$ cat src/rtl/if_fetch_pkg.sv
// Purpose: shared constants and FSM state encoding for the instruction-fetch stage.
// Latency: n/a (declarations only).
// Backpressure: n/a.
package if_fetch_pkg;

  localparam logic [31:0] NOP_INS = 32'hdc00_0000;  // bubble instruction
  localparam logic [31:0] PC_STEP = 32'd4;          // sequential PC increment (bytes)

  typedef enum logic [2:0] {
    ST_IDLE  = 3'd0,
    ST_REQ   = 3'd1,
    ST_WAIT  = 3'd2,
    ST_DRAIN = 3'd3,
    ST_HOLD  = 3'd4
  } fetch_state_e;

endpackage

$ cat src/rtl/if_fetch.sv
// Purpose: instruction-fetch stage; owns the PC, issues one outstanding imem request at a
//          time and presents {pc_out, ins_out, valid_out} to the F/D register.
// Latency: response sampled at edge t+k appears on the outputs right after that edge.
// Backpressure: stall freezes outputs; a response arriving under stall parks in a hold
//          buffer and no new request is issued until stall drops.
// Ports:
//   clk, rst                 clock, synchronous active-high reset
//   jump_valid, jump_target  decode redirect (highest priority, ignores stall)
//   stall                    downstream cannot accept
//   imem_req/addr/ready      request handshake (accept = req & ready)
//   imem_rvalid/rdata        in-order response
//   pc_out, ins_out, valid_out  registered fetch result (ins_out = NOP_INS when invalid)
module if_fetch #(
  parameter logic [31:0] RESET_PC = 32'h0000_0000,
  parameter logic [31:0] NOP_INS  = if_fetch_pkg::NOP_INS,
  parameter logic [31:0] PC_STEP  = if_fetch_pkg::PC_STEP
) (
  input  logic        clk,
  input  logic        rst,
  input  logic        jump_valid,
  input  logic [31:0] jump_target,
  input  logic        stall,
  output logic        imem_req,
  output logic [31:0] imem_addr,
  input  logic        imem_ready,
  input  logic        imem_rvalid,
  input  logic [31:0] imem_rdata,
  output logic [31:0] pc_out,
  output logic [31:0] ins_out,
  output logic        valid_out
);

  import if_fetch_pkg::*;

  fetch_state_e state_q;
  logic [31:0]  pc_q;
  logic [31:0]  fetch_pc_q;   // address of the request currently outstanding
  logic         req_q;
  logic [31:0]  pc_out_q;
  logic [31:0]  ins_q;
  logic         valid_q;
  logic [63:0]  hold_q;       // {pc, instruction} parked while stalled
  logic         hold_vld_q;

  logic [31:0]  pc_inc_d;
  logic         accept_d;
  logic         outstanding_d;

  assign pc_inc_d = pc_q + PC_STEP;  // 32-bit modulo wrap is intended
  assign accept_d = req_q & imem_ready;

  // On a redirect, a response is still owed to us if a request is accepted right now,
  // or one is in flight and its data is not arriving on this very edge.
  assign outstanding_d = (state_q == ST_REQ   && accept_d) ||
                         (state_q == ST_WAIT  && !imem_rvalid) ||
                         (state_q == ST_DRAIN && !imem_rvalid);

  always_ff @(posedge clk) begin
    if (rst) begin
      state_q    <= ST_IDLE;
      pc_q       <= RESET_PC;
      fetch_pc_q <= 32'h0;
      req_q      <= 1'b0;
      pc_out_q   <= 32'h0;
      ins_q      <= NOP_INS;
      valid_q    <= 1'b0;
      hold_q     <= 64'h0;
      hold_vld_q <= 1'b0;
    end else begin
      // Without stall every edge that does not deliver a word shows a bubble.
      if (!stall) begin
        valid_q <= 1'b0;
        ins_q   <= NOP_INS;
      end

      if (jump_valid) begin
        pc_q       <= jump_target;
        valid_q    <= 1'b0;
        ins_q      <= NOP_INS;
        hold_vld_q <= 1'b0;
        if (outstanding_d) begin
          state_q <= ST_DRAIN;
          req_q   <= 1'b0;
        end else begin
          state_q <= ST_REQ;
          req_q   <= 1'b1;
        end
      end else begin
        case (state_q)
          ST_IDLE: begin
            state_q <= ST_REQ;
            req_q   <= 1'b1;
          end
          ST_REQ: begin
            if (accept_d) begin
              fetch_pc_q <= pc_q;
              state_q    <= ST_WAIT;
              req_q      <= 1'b0;
            end
          end
          ST_WAIT: begin
            if (imem_rvalid) begin
              if (!stall) begin
                pc_out_q <= fetch_pc_q;
                ins_q    <= imem_rdata;
                valid_q  <= 1'b1;
                pc_q     <= pc_inc_d;
                state_q  <= ST_REQ;
                req_q    <= 1'b1;
              end else begin
                hold_q     <= {fetch_pc_q, imem_rdata};
                hold_vld_q <= 1'b1;
                state_q    <= ST_HOLD;
              end
            end
          end
          ST_HOLD: begin
            if (!stall && hold_vld_q) begin
              pc_out_q   <= hold_q[63:32];
              ins_q      <= hold_q[31:0];
              valid_q    <= 1'b1;
              hold_vld_q <= 1'b0;
              pc_q       <= pc_inc_d;
              state_q    <= ST_REQ;
              req_q      <= 1'b1;
            end
          end
          ST_DRAIN: begin
            // The stale word is simply dropped.
            if (imem_rvalid) begin
              state_q <= ST_REQ;
              req_q   <= 1'b1;
            end
          end
          default: begin
            state_q <= ST_IDLE;
            req_q   <= 1'b0;
          end
        endcase
      end
    end
  end

  assign imem_req  = req_q;
  assign imem_addr = pc_q;
  assign pc_out    = pc_out_q;
  assign ins_out   = ins_q;
  assign valid_out = valid_q;

endmodule

$ cat config.mk
export PLATFORM = sky130hd
export DESIGN_NAME = if_fetch
export DESIGN_NICKNAME = d
export VERILOG_FILES = /design/src/rtl/if_fetch_pkg.sv /design/src/rtl/if_fetch.sv
export SDC_FILE = /design/constraint.sdc
export NUM_CORES = 1
export LEC_CHECK = 0
export CORE_ASPECT_RATIO = 0.8
export CORE_UTILIZATION = 50
export DETAILED_ROUTE_END_ITERATION = 8
export PLACE_DENSITY_LB_ADDON = 0.3
export SYNTH_ARGS = -nofsm -noshare
export SYNTH_HDL_FRONTEND = slang
export SYNTH_SLANG_ARGS = --single-unit
$ cat constraint.sdc
create_clock -name clk -period 2.73 [get_ports clk]
set_input_delay 0.546 -clock clk [delete_from_list [all_inputs] [get_ports clk]]
set_output_delay 0.546 -clock clk [all_outputs]
set_load 0.03 [all_outputs]
==> impl_metrics.csv, run 1 <==
group,metric,value,unit
detailed_routing,drt_iter0_drc,657,
floorplanning,io_pins,168,
floorplanning,core-area,0.0160,sq mm
floorplanning,dieHeight,117,um
detailed_routing,firstDrtPassIters,9,
yosys,synth_ff_type,"dfxtp_1",
clock_tree,cts_htree_levels,4,
global_route,grt_pass1_vias,6647,
floorplanning,dieArea,0.0172,sq mm
floorplanning,fp.dieW,146,um
setup_path,cp.arrival,1.70,ns
power_and_ir_drop,switching_share,0.234,
global_route,grt_max_degree,65,
outcome,status,"complete, no violations",
setup_path,slowest_delay,0.74,ns
global_route,grt_overflow,0,
job,drv_cap,0,
detailed_routing,drc,0,
finish,layout_commonest_cell,"nand2_1",
clock_tree,post_cts_buffers,0,
detailed_routing,vias,7332,
sta,slew_violations,0,
sta,fmax,0.445,GHz
sta,fin_crit_sh,0.823,
setup_path,cp_num_buf_inv,1,
setup_path,crit_chain,"clkdlybuf4s50_1",
place,dp_hpwl,14.1,mm
power_and_ir_drop,power_frac_clock,0.429,
clock_tree,clock_sinks,198,
place,portBuffers,167,
yosys,synthCells,980,
power_and_ir_drop,switching_power,0.00142,W
finish,area_growth,28.3,%
power_and_ir_drop,intPower,0.00465,W
global_route,grt_first_pass_wirelength,34.2,mm
clock_tree,cts_root_buf,"clkbuf_16",
sta,finalHoldViolCount,0,
yosys,synth-edff-count,0,
yosys,ys_seq_elements,198,
finish,instances_no_fill,1339,
yosys,synth_nets,1051,
sta,clock_skew,0.0113,ns
place,placed_cells,1307,
finish,antenna_cells,0,
floorplanning,rows,41,
detailed_routing,ant_nets,0,
detailed_routing,via_per_inst,5.48,
sta,rsz0062_at_grt,"false",
floorplanning,start_util,0.520,
power_and_ir_drop,p_leak,3.56,nW
power_and_ir_drop,ir_drop,0.453,mV
yosys,syn_area,0.00832,sq mm
setup_path,startpoint_type,"flop",
clock_tree,cts_buffer_depth,2,
yosys,synth_cell_type_count,54,
setup_path,crit_slowest_cell,"clkdlybuf4s50_1",
sta,slew-limit-headroom,0.574,
sta,finalSetupViolCount,0,
place,place_congestion,0.834,
detailed_routing,routedWlPerCell,15.8,um
clock_tree,ctsHoldBuffers,0,
setup_path,crit_type,"flop to primary output",
detailed_routing,wl,21.1,mm
power_and_ir_drop,power,0.00608,W
global_route,grtUsageTotal,0.246,
clock_tree,clk_latency,0.43,ns
yosys,synth_area_per_cell,8.49,sq um
finish,nNetsFinal,1182,
hold_path,hp-class,"flop to flop",
finish,fillers,1355,
yosys,yosysWarnings,0,
yosys,async_reset_ff_frac,0,
setup_path,cp_top_family,"buffers and inverters",
finish,drive_gt1_frac,0.0649,
clock_tree,cts_buffers,17,
power_and_ir_drop,power_density,569,mW/mm^2
global_route,antenna_found_initial,0,
power_and_ir_drop,p_comb_frac,0.077,
yosys,yosysSeqAreaShare,0.476,
sta,worst_pin_slew,0.639,ns
clock_tree,path_clk_slew,0.07,ns
finish,mostFrequentLayoutCells,"nand2_1, dfxtp_1, clkdlybuf4s50_1, a21oi_1, nor2_1",
setup_path,cp-end-kind,"primary output",
setup_path,path_max_fanout,7,
clock_tree,cts_tree,"done",
sta,finalSetupTns,0,ns
setup_path,crit_required,2.18,ns
clock_tree,cts_resized,0,
sta,min_period,2.25,ns
power_and_ir_drop,seq_power_share,0.494,
## cells by family (layout without fill, tap and decap cells)
logic type	after synthesis	count (layout)	share of synthesized area
AO/OA/AOI/OAI	246	246	0.191
adder cells (fa/ha/maj)	1	1	0.00150
multiplexers	37	37	0.0446
AND/OR/NAND/NOR	366	366	0.195
XOR/XNOR	26	26	0.0274
buffers and inverters	106	250	0.0645
flip-flops	198	198	0.476
## cells in the mapped netlist (2+ instances only)
cell type	count	area, sq um
nand2_1	212	796
dfxtp_1	198	3960
a21oi_1	131	656
nor2_1	69	259
mux2i_1	36	360
clkbuf_1	34	128
a211oi_1	32	240
inv_1	30	113
a222oi_1	27	270
buf_2	24	120
o21a_1	21	158
xnor2_1	14	123
nor3_1	13	65.1
buf_6	12	135
nor2b_1	12	75.1
o21ai_0	12	60.1
xor2_1	12	105
nand3_1	10	50.1
nor4_1	8	50.1
and4_1	6	52.6
nand4_1	6	37.5
buf_4	5	37.5
o22ai_1	5	31.3
or2_2	5	31.3
a22oi_1	4	30.0
nand2b_1	4	25.0
and2_1	3	18.8
a21o_1	2	15.0
a31oi_1	2	12.5
and2b_1	2	15.0
and3_1	2	12.5
and3b_2	2	20.0
nor2_4	2	22.5
o31a_1	2	17.5
or3_1	2	12.5
## final cells by class
cell class	count	area (sq um)	share of cell area
sequential	198	3960	0.371
clock buffer	22	464	0.0435
tap	215	269	0.0252
inverter	30	113	0.0105
timing repair buffer	188	1880	0.176
clock inverter	10	144	0.0135
multi-input combinational	676	3840	0.360
## stage by stage
step	utilization	hold slack, ns	setup WS, ns	cell area [sq um]
finish	0.667	0.453	0.483	10700
global route	0.667	0.473	0.427	10700
CTS	0.667	0.456	0.485	10700
detailed placement	0.629	0.446	0.149	10100
global placement	0.629	0.441	0.202	10100
floorplan	-	0.436	0.820	8320
## power groups by stage
| stage | combinational, W | sequential (W) | clock (W) |
|---|---|---|---|
| after detailed placement | 0.000466 | 0.00307 | 0 |
| after global routing | 0.000502 | 0.00301 | 0.00275 |
| after floorplan | 0.000188 | 0.00311 | 0 |
| final | 0.000469 | 0.00300 | 0.00260 |
| after global placement | 0.000462 | 0.00307 | 0 |
| after CTS | 0.000469 | 0.00300 | 0.00263 |
## state kept, by name, summed over array words and instances (netlist names)
| signal | flops |
|---|---|
| ins_out | 32 |
| hold_vld_q | 1 |
| imem_req | 1 |
| hold_q | 64 |
| fetch_pc_q | 32 |
| state_q | 3 |
| pc_out | 32 |
| valid_out | 1 |
| imem_addr | 32 |
## path summary, 6_finish.rpt
path / start / to / slack [ns] / cells past startpoint
setup / recovery: imem_addr[14] / imem_addr[14] / 0.48 / 1
hold / removal: hold_q[44] / hold_q[44] / 0.45 / 2
setup reg to reg: state_q[2] / pc_out[7] / 0.58 / 5
hold reg to reg: hold_q[44] / hold_q[44] / 0.45 / 2
## tightest hold or removal path, delay by kind of cell, from the launching register on
family,cells,cell delay [ns]
DFF,1,0.31
and+or+nand+nor,1,0.05
AOI/OAI and AO/OA,1,0.05
## per-layer routing
layer | vias up | GRT usage | share of wire
met5 | - | 0 | 0
met4 | 0 | 0.0553 | 0.0094
met3 | 14 | 0.0482 | 0.059
met2 | 237 | 0.357 | 0.44
met1 | 3439 | 0.372 | 0.49
li1 | 3642 | - | -
Note: power is estimated with default switching activity, not from simulation.
==> run 2, diff against run 1 <==
--- a/config.mk
+++ b/config.mk
@@ -6,7 +6,7 @@
 export NUM_CORES = 1
 export LEC_CHECK = 0
 export CORE_ASPECT_RATIO = 0.8
-export CORE_UTILIZATION = 50
+export CORE_UTILIZATION = 47
 export DETAILED_ROUTE_END_ITERATION = 8
 export PLACE_DENSITY_LB_ADDON = 0.3
 export SYNTH_ARGS = -nofsm -noshare
==> constraint.sdc (replaced) <==
create_clock -name clk -period 1.95 [get_ports clk]
set_input_delay 0.39 -clock clk [delete_from_list [all_inputs] [get_ports clk]]
set_output_delay 0.39 -clock clk [all_outputs]
set_load 0.03 [all_outputs]
==> run 2 against run 1 <==
Net effect:
- register-to-register slack lost 0.50 ns
- hold slack lost 0.12 ns
- wire length grew 2.2%
- cell count increased by 3.7%
- power grew 42%
- clock power grew 43%
- combinational power increased by 52%
- first-iteration DRC count grew 1.1%
- cell area up 3.9%
- flip-flop and latch count did not move
- critical path type unchanged
- critical endpoint is now pc_out[16]
- largest power group unchanged
- highest routed layer unchanged
==> impl_metrics.csv, run 2 (synthesis results as in run 1) <==
group,metric,value,unit
outcome,status,"complete, no violations",
clock_tree,cts_tree,"done",
job,drv_cap,0,
clock_tree,cts_root_buf,"clkbuf_16",
finish,layout_commonest_cell,"nand2_1",
setup_path,cp-end-kind,"primary output",
finish,nNetsFinal,1222,
place,dp_hpwl,14.7,mm
sta,slew-limit-headroom,0.711,
place,place_congestion,0.857,
floorplanning,core-area,0.0173,sq mm
sta,clock_skew,0.00764,ns
finish,area_growth,33.3,%
finish,antenna_cells,0,
floorplanning,dieArea,0.0183,sq mm
detailed_routing,drt_iter0_drc,664,
floorplanning,dieHeight,121,um
setup_path,path_max_fanout,2,
floorplanning,start_util,0.480,
sta,finalHoldViolCount,0,
global_route,grt_overflow,0,
global_route,grt_max_degree,102,
clock_tree,clk_latency,0.43,ns
sta,min_period,1.89,ns
sta,fmax,0.529,GHz
power_and_ir_drop,ir_drop,0.538,mV
place,portBuffers,167,
sta,rsz0062_at_grt,"true",
finish,fillers,1480,
setup_path,crit_slowest_cell,"clkdlybuf4s50_1",
power_and_ir_drop,power,0.00860,W
global_route,grtUsageTotal,0.240,
setup_path,crit_chain,"clkdlybuf4s50_1",
power_and_ir_drop,p_leak,3.94,nW
detailed_routing,vias,7455,
floorplanning,fp.dieW,151,um
setup_path,cp_top_family,"buffers and inverters",
hold_path,hp-class,"primary input to flop",
clock_tree,post_cts_buffers,0,
finish,register_area,0.00396,sq mm
setup_path,slowest_delay,0.69,ns
clock_tree,cts_buffer_depth,2,
finish,drive_gt1_frac,0.0979,
sta,worst_pin_slew,0.433,ns
sta,finalSetupViolCount,0,
global_route,grt_pass1_vias,6622,
clock_tree,path_clk_slew,0.07,ns
power_and_ir_drop,power_density,775,mW/mm^2
setup_path,crit_type,"flop to primary output",
floorplanning,rows,43,
finish,multiInputGateArea,0.00385,sq mm
clock_tree,cts_buffers,17,
clock_tree,clock_sinks,198,
setup_path,cp.arrival,1.50,ns
finish,fin_util,0.641,
clock_tree,cts_htree_levels,4,
detailed_routing,ant_nets,0,
detailed_routing,firstDrtPassIters,6,
sta,slew_violations,0,
detailed_routing,routedWlPerCell,15.5,um
detailed_routing,via_per_inst,5.37,
setup_path,crit_required,1.56,ns
floorplanning,io_pins,168,
finish,mostFrequentLayoutCells,"nand2_1, dfxtp_1, clkdlybuf4s50_1, a21oi_1, nor2_1",
setup_path,startpoint_type,"flop",
finish,largest_reg_flops,64,
sta,fin_crit_sh,0.970,
global_route,grt_first_pass_wirelength,34.5,mm
finish,top_register,"hold_q",
detailed_routing,drc,0,
detailed_routing,wl,21.6,mm
global_route,antenna_found_initial,0,
setup_path,cp_num_buf_inv,1,
-- run 2: repair_timing --
action,CTS,global route
gates resized for setup,25,6
gates cloned,0,0
hold buffers,0,0
endpoints found under the setup margin,25,38
-- run 2: area by class of cell --
type | count | area share
inverters | 30 | 0.0101
repair buffers | 228 | 0.204
flip-flops and latches | 198 | 0.357
clock buffers | 21 | 0.0415
well taps | 225 | 0.0254
clock inverters | 11 | 0.0147
multi-input cells | 676 | 0.347
-- run 2: final timing paths --
kind / slack [ns] / endpoint / depth (start not counted) / start
worst max-delay path: 0.06 / pc_out[16] / 1 / pc_out[16]
worst min-delay path: 0.34 / imem_addr[3] / 2 / rst
worst min register to register: 0.46 / hold_q[42] / 2 / hold_q[42]
worst max register to register: 0.08 / imem_addr[30] / 6 / imem_addr[2]
-- run 2: report_power, final --
part | switching (W) | internal, W
Clock | 0.00159 | 0.00212
Sequential | 0.0000761 | 0.00410
Combinational | 0.000384 | 0.000329
-- run 2: per-stage QoR --
step | area (sq um) | cells | setup TNS (ns) | setup WS (ns) | hold slack [ns]
after detailed placement | 10500 | 1357 | -39.76 | -0.407 | 0.446
after floorplan | 8320 | 980 | 0 | 0.0401 | 0.436
final | 11100 | 1389 | 0 | 0.0590 | 0.338
after CTS | 11100 | 1389 | 0 | 0.00406 | 0.331
after global routing | 11100 | 1389 | -0.00292 | -0.00292 | 0.355
after global placement | 10500 | 1357 | -36.29 | -0.368 | 0.440
-- run 2: routing by layer --
metal / GRT usage / part of all wire
met1: 0.363 / 0.49
met2: 0.339 / 0.42
met5: 0 / 0
met4: 0.0625 / 0.010
met3: 0.0534 / 0.070
==> run 3, diff against run 2 <==
--- a/config.mk
+++ b/config.mk
@@ -6,7 +6,7 @@
 export NUM_CORES = 1
 export LEC_CHECK = 0
 export CORE_ASPECT_RATIO = 0.8
-export CORE_UTILIZATION = 47
+export CORE_UTILIZATION = 45
 export DETAILED_ROUTE_END_ITERATION = 8
 export PLACE_DENSITY_LB_ADDON = 0.3
 export SYNTH_ARGS = -nofsm -noshare
==> run 3 against run 2 <==
Net effect:
- clock power up 5.9%
- wire length up 0.98%
- hold slack worse by 0.040 ns
- critical path depth unchanged
- via count down 0.17%
- die area up 4.4%
- critical endpoint is now imem_addr[8]
- largest power group unchanged
==> impl_metrics.csv, run 3 (synthesis results as in run 1) <==
group,metric,value,unit
outcome,status,"complete, no violations",
finish,largest_reg_flops,64,
global_route,grt_pass1_vias,6732,
power_and_ir_drop,ir_drop,0.597,mV
detailed_routing,wl,21.8,mm
setup_path,cp_num_buf_inv,1,
sta,clock_skew,0.00909,ns
clock_tree,cts_buffers,17,
finish,nNetsFinal,1217,
clock_tree,cts_htree_levels,4,
finish,fillers,1577,
place,placed_cells,1355,
setup_path,ff2ff_path_depth,6,
hold_path,min_path_cells,2,
place,portBuffers,167,
hold_path,min_from,"rst",
detailed_routing,vias,7442,
finish,drive_gt1_frac,0.0975,
sta,finalSetupTns,0,ns
setup_path,cp-end-kind,"primary output",
clock_tree,clock_sinks,198,
job,drv_cap,0,
sta,slew_violations,0,
place,place_congestion,0.828,
setup_path,cp.arrival,1.52,ns
detailed_routing,ant_nets,0,
sta,finalSetupViolCount,0,
place,place_ws,-0.392,ns
setup_path,path_max_fanout,3,
global_route,grt_overflow,0,
floorplanning,dieArea,0.0190,sq mm
sta,rsz0062_at_grt,"false",
clock_tree,path_clk_slew,0.07,ns
detailed_routing,routedWlPerCell,15.7,um
setup_path,slowest_delay,0.70,ns
finish,antenna_cells,0,
setup_path,r2r_setup_slack,0.11,ns
setup_path,startpoint_type,"flop",
sta,holdWs,0.298,ns
setup_path,crit_type,"flop to primary output",
finish,instances_no_fill,1389,
finish,mostFrequentLayoutCells,"nand2_1, dfxtp_1, clkdlybuf4s50_1, a21oi_1, nor2_1",
sta,fmax,0.524,GHz
floorplanning,fp.dieW,154,um
hold_path,hp-class,"primary input to flop",
power_and_ir_drop,power,0.00882,W
global_route,grtUsageTotal,0.228,
finish,area_growth,33.3,%
hold_path,hold_end,"state_q[1]",
sta,fin_ws,0.0414,ns
clock_tree,cts_tree,"done",
setup_path,r2r-start,"state_q[2]",
place,dp_hpwl,14.9,mm
floorplanning,rows,44,
clock_tree,cts_root_buf,"clkbuf_16",
global_route,grt_first_pass_wirelength,34.4,mm
floorplanning,io_pins,168,
global_route,antenna_found_initial,0,
sta,slew-limit-headroom,0.644,
sta,finalHoldViolCount,0,
clock_tree,ctsHoldBuffers,0,
detailed_routing,drt_iter0_drc,576,
finish,top_register,"hold_q",
sta,fin_crit_sh,0.979,
setup_path,crit_chain,"clkdlybuf4s50_1",
sta,worst_pin_slew,0.534,ns
power_and_ir_drop,p_leak,3.88,nW
power_and_ir_drop,power_density,795,mW/mm^2
clock_tree,cts_buffer_depth,2,
detailed_routing,firstDrtPassIters,7,
finish,layout_commonest_cell,"nand2_1",
detailed_routing,via_per_inst,5.36,
setup_path,crit_required,1.56,ns
floorplanning,dieHeight,124,um
setup_path,path_depth,1,
floorplanning,start_util,0.460,
setup_path,cp_top_family,"buffers and inverters",
global_route,grt_max_degree,118,
setup_path,r2r-end,"imem_addr[8]",
floorplanning,core-area,0.0181,sq mm
detailed_routing,drc,0,
clock_tree,clk_latency,0.43,ns
sta,min_period,1.91,ns
setup_path,crit_slowest_cell,"clkdlybuf4s50_1",
[run 3: report_power, final]
part | switching (W) | leakage, nW | internal (W)
clock | 0.00162 | 0.327 | 0.00232
combinational | 0.000386 | 1.95 | 0.000329
sequential | 0.0000691 | 1.60 | 0.00410
total | 0.00208 | 3.88 | 0.00674
[run 3: final cells by class]
type	count	area, sq um	area share
Clock buffer	17	425	0.0383
Tap cell	230	288	0.0259
Inverter	30	113	0.0101
Multi-Input combinational cell	676	3850	0.347
Sequential cell	198	3970	0.357
Timing Repair Buffer	223	2220	0.200
Clock inverter	15	235	0.0212
[run 3: through the flow]
stage	utilization	cell area [sq um]
4_1_cts	0.611	11100
3_3_place_gp	0.576	10400
2_1_floorplan	-	8320
6_report	0.613	11100
5_1_grt	0.613	11100
3_5_place_dp	0.576	10400
[run 3: worst max path at each step]
stage	start	endpoint
finish	imem_addr[8]	imem_addr[8]
global route	imem_addr[2]	imem_addr[30]
CTS	imem_addr[0]	imem_addr[0]
detailed placement	imem_rvalid	hold_q[8]
global placement	imem_rvalid	hold_q[3]
floorplan	imem_addr[2]	imem_addr[30]
[run 3: worst reg2reg max path, cell delays in order (launching register included)]
cell and delay, ns:
dfxtp_1 0.45, and3b_2 0.30, o21ai_4 0.35, buf_4 0.23
nor3_1 0.06, xor2_1 0.17, o21a_1 0.19
[run 3: metal layers]
metal / up-vias / track usage / wire length (um)
met5: - / 0 / 0
met4: 0 / 0.0494 / 174
met3: 11 / 0.0414 / 1140
met2: 216 / 0.349 / 9560
met1: 3492 / 0.334 / 10900
li1: 3723 / - / -
[run 3: what timing repair did]
item                                    4_1_cts  5_1_grt
endpoints found under the setup margin       25       33
pin swaps                                     0        1
gates resized for setup                      25        4
cloned                                        0        0
setup buffers                                 0        2
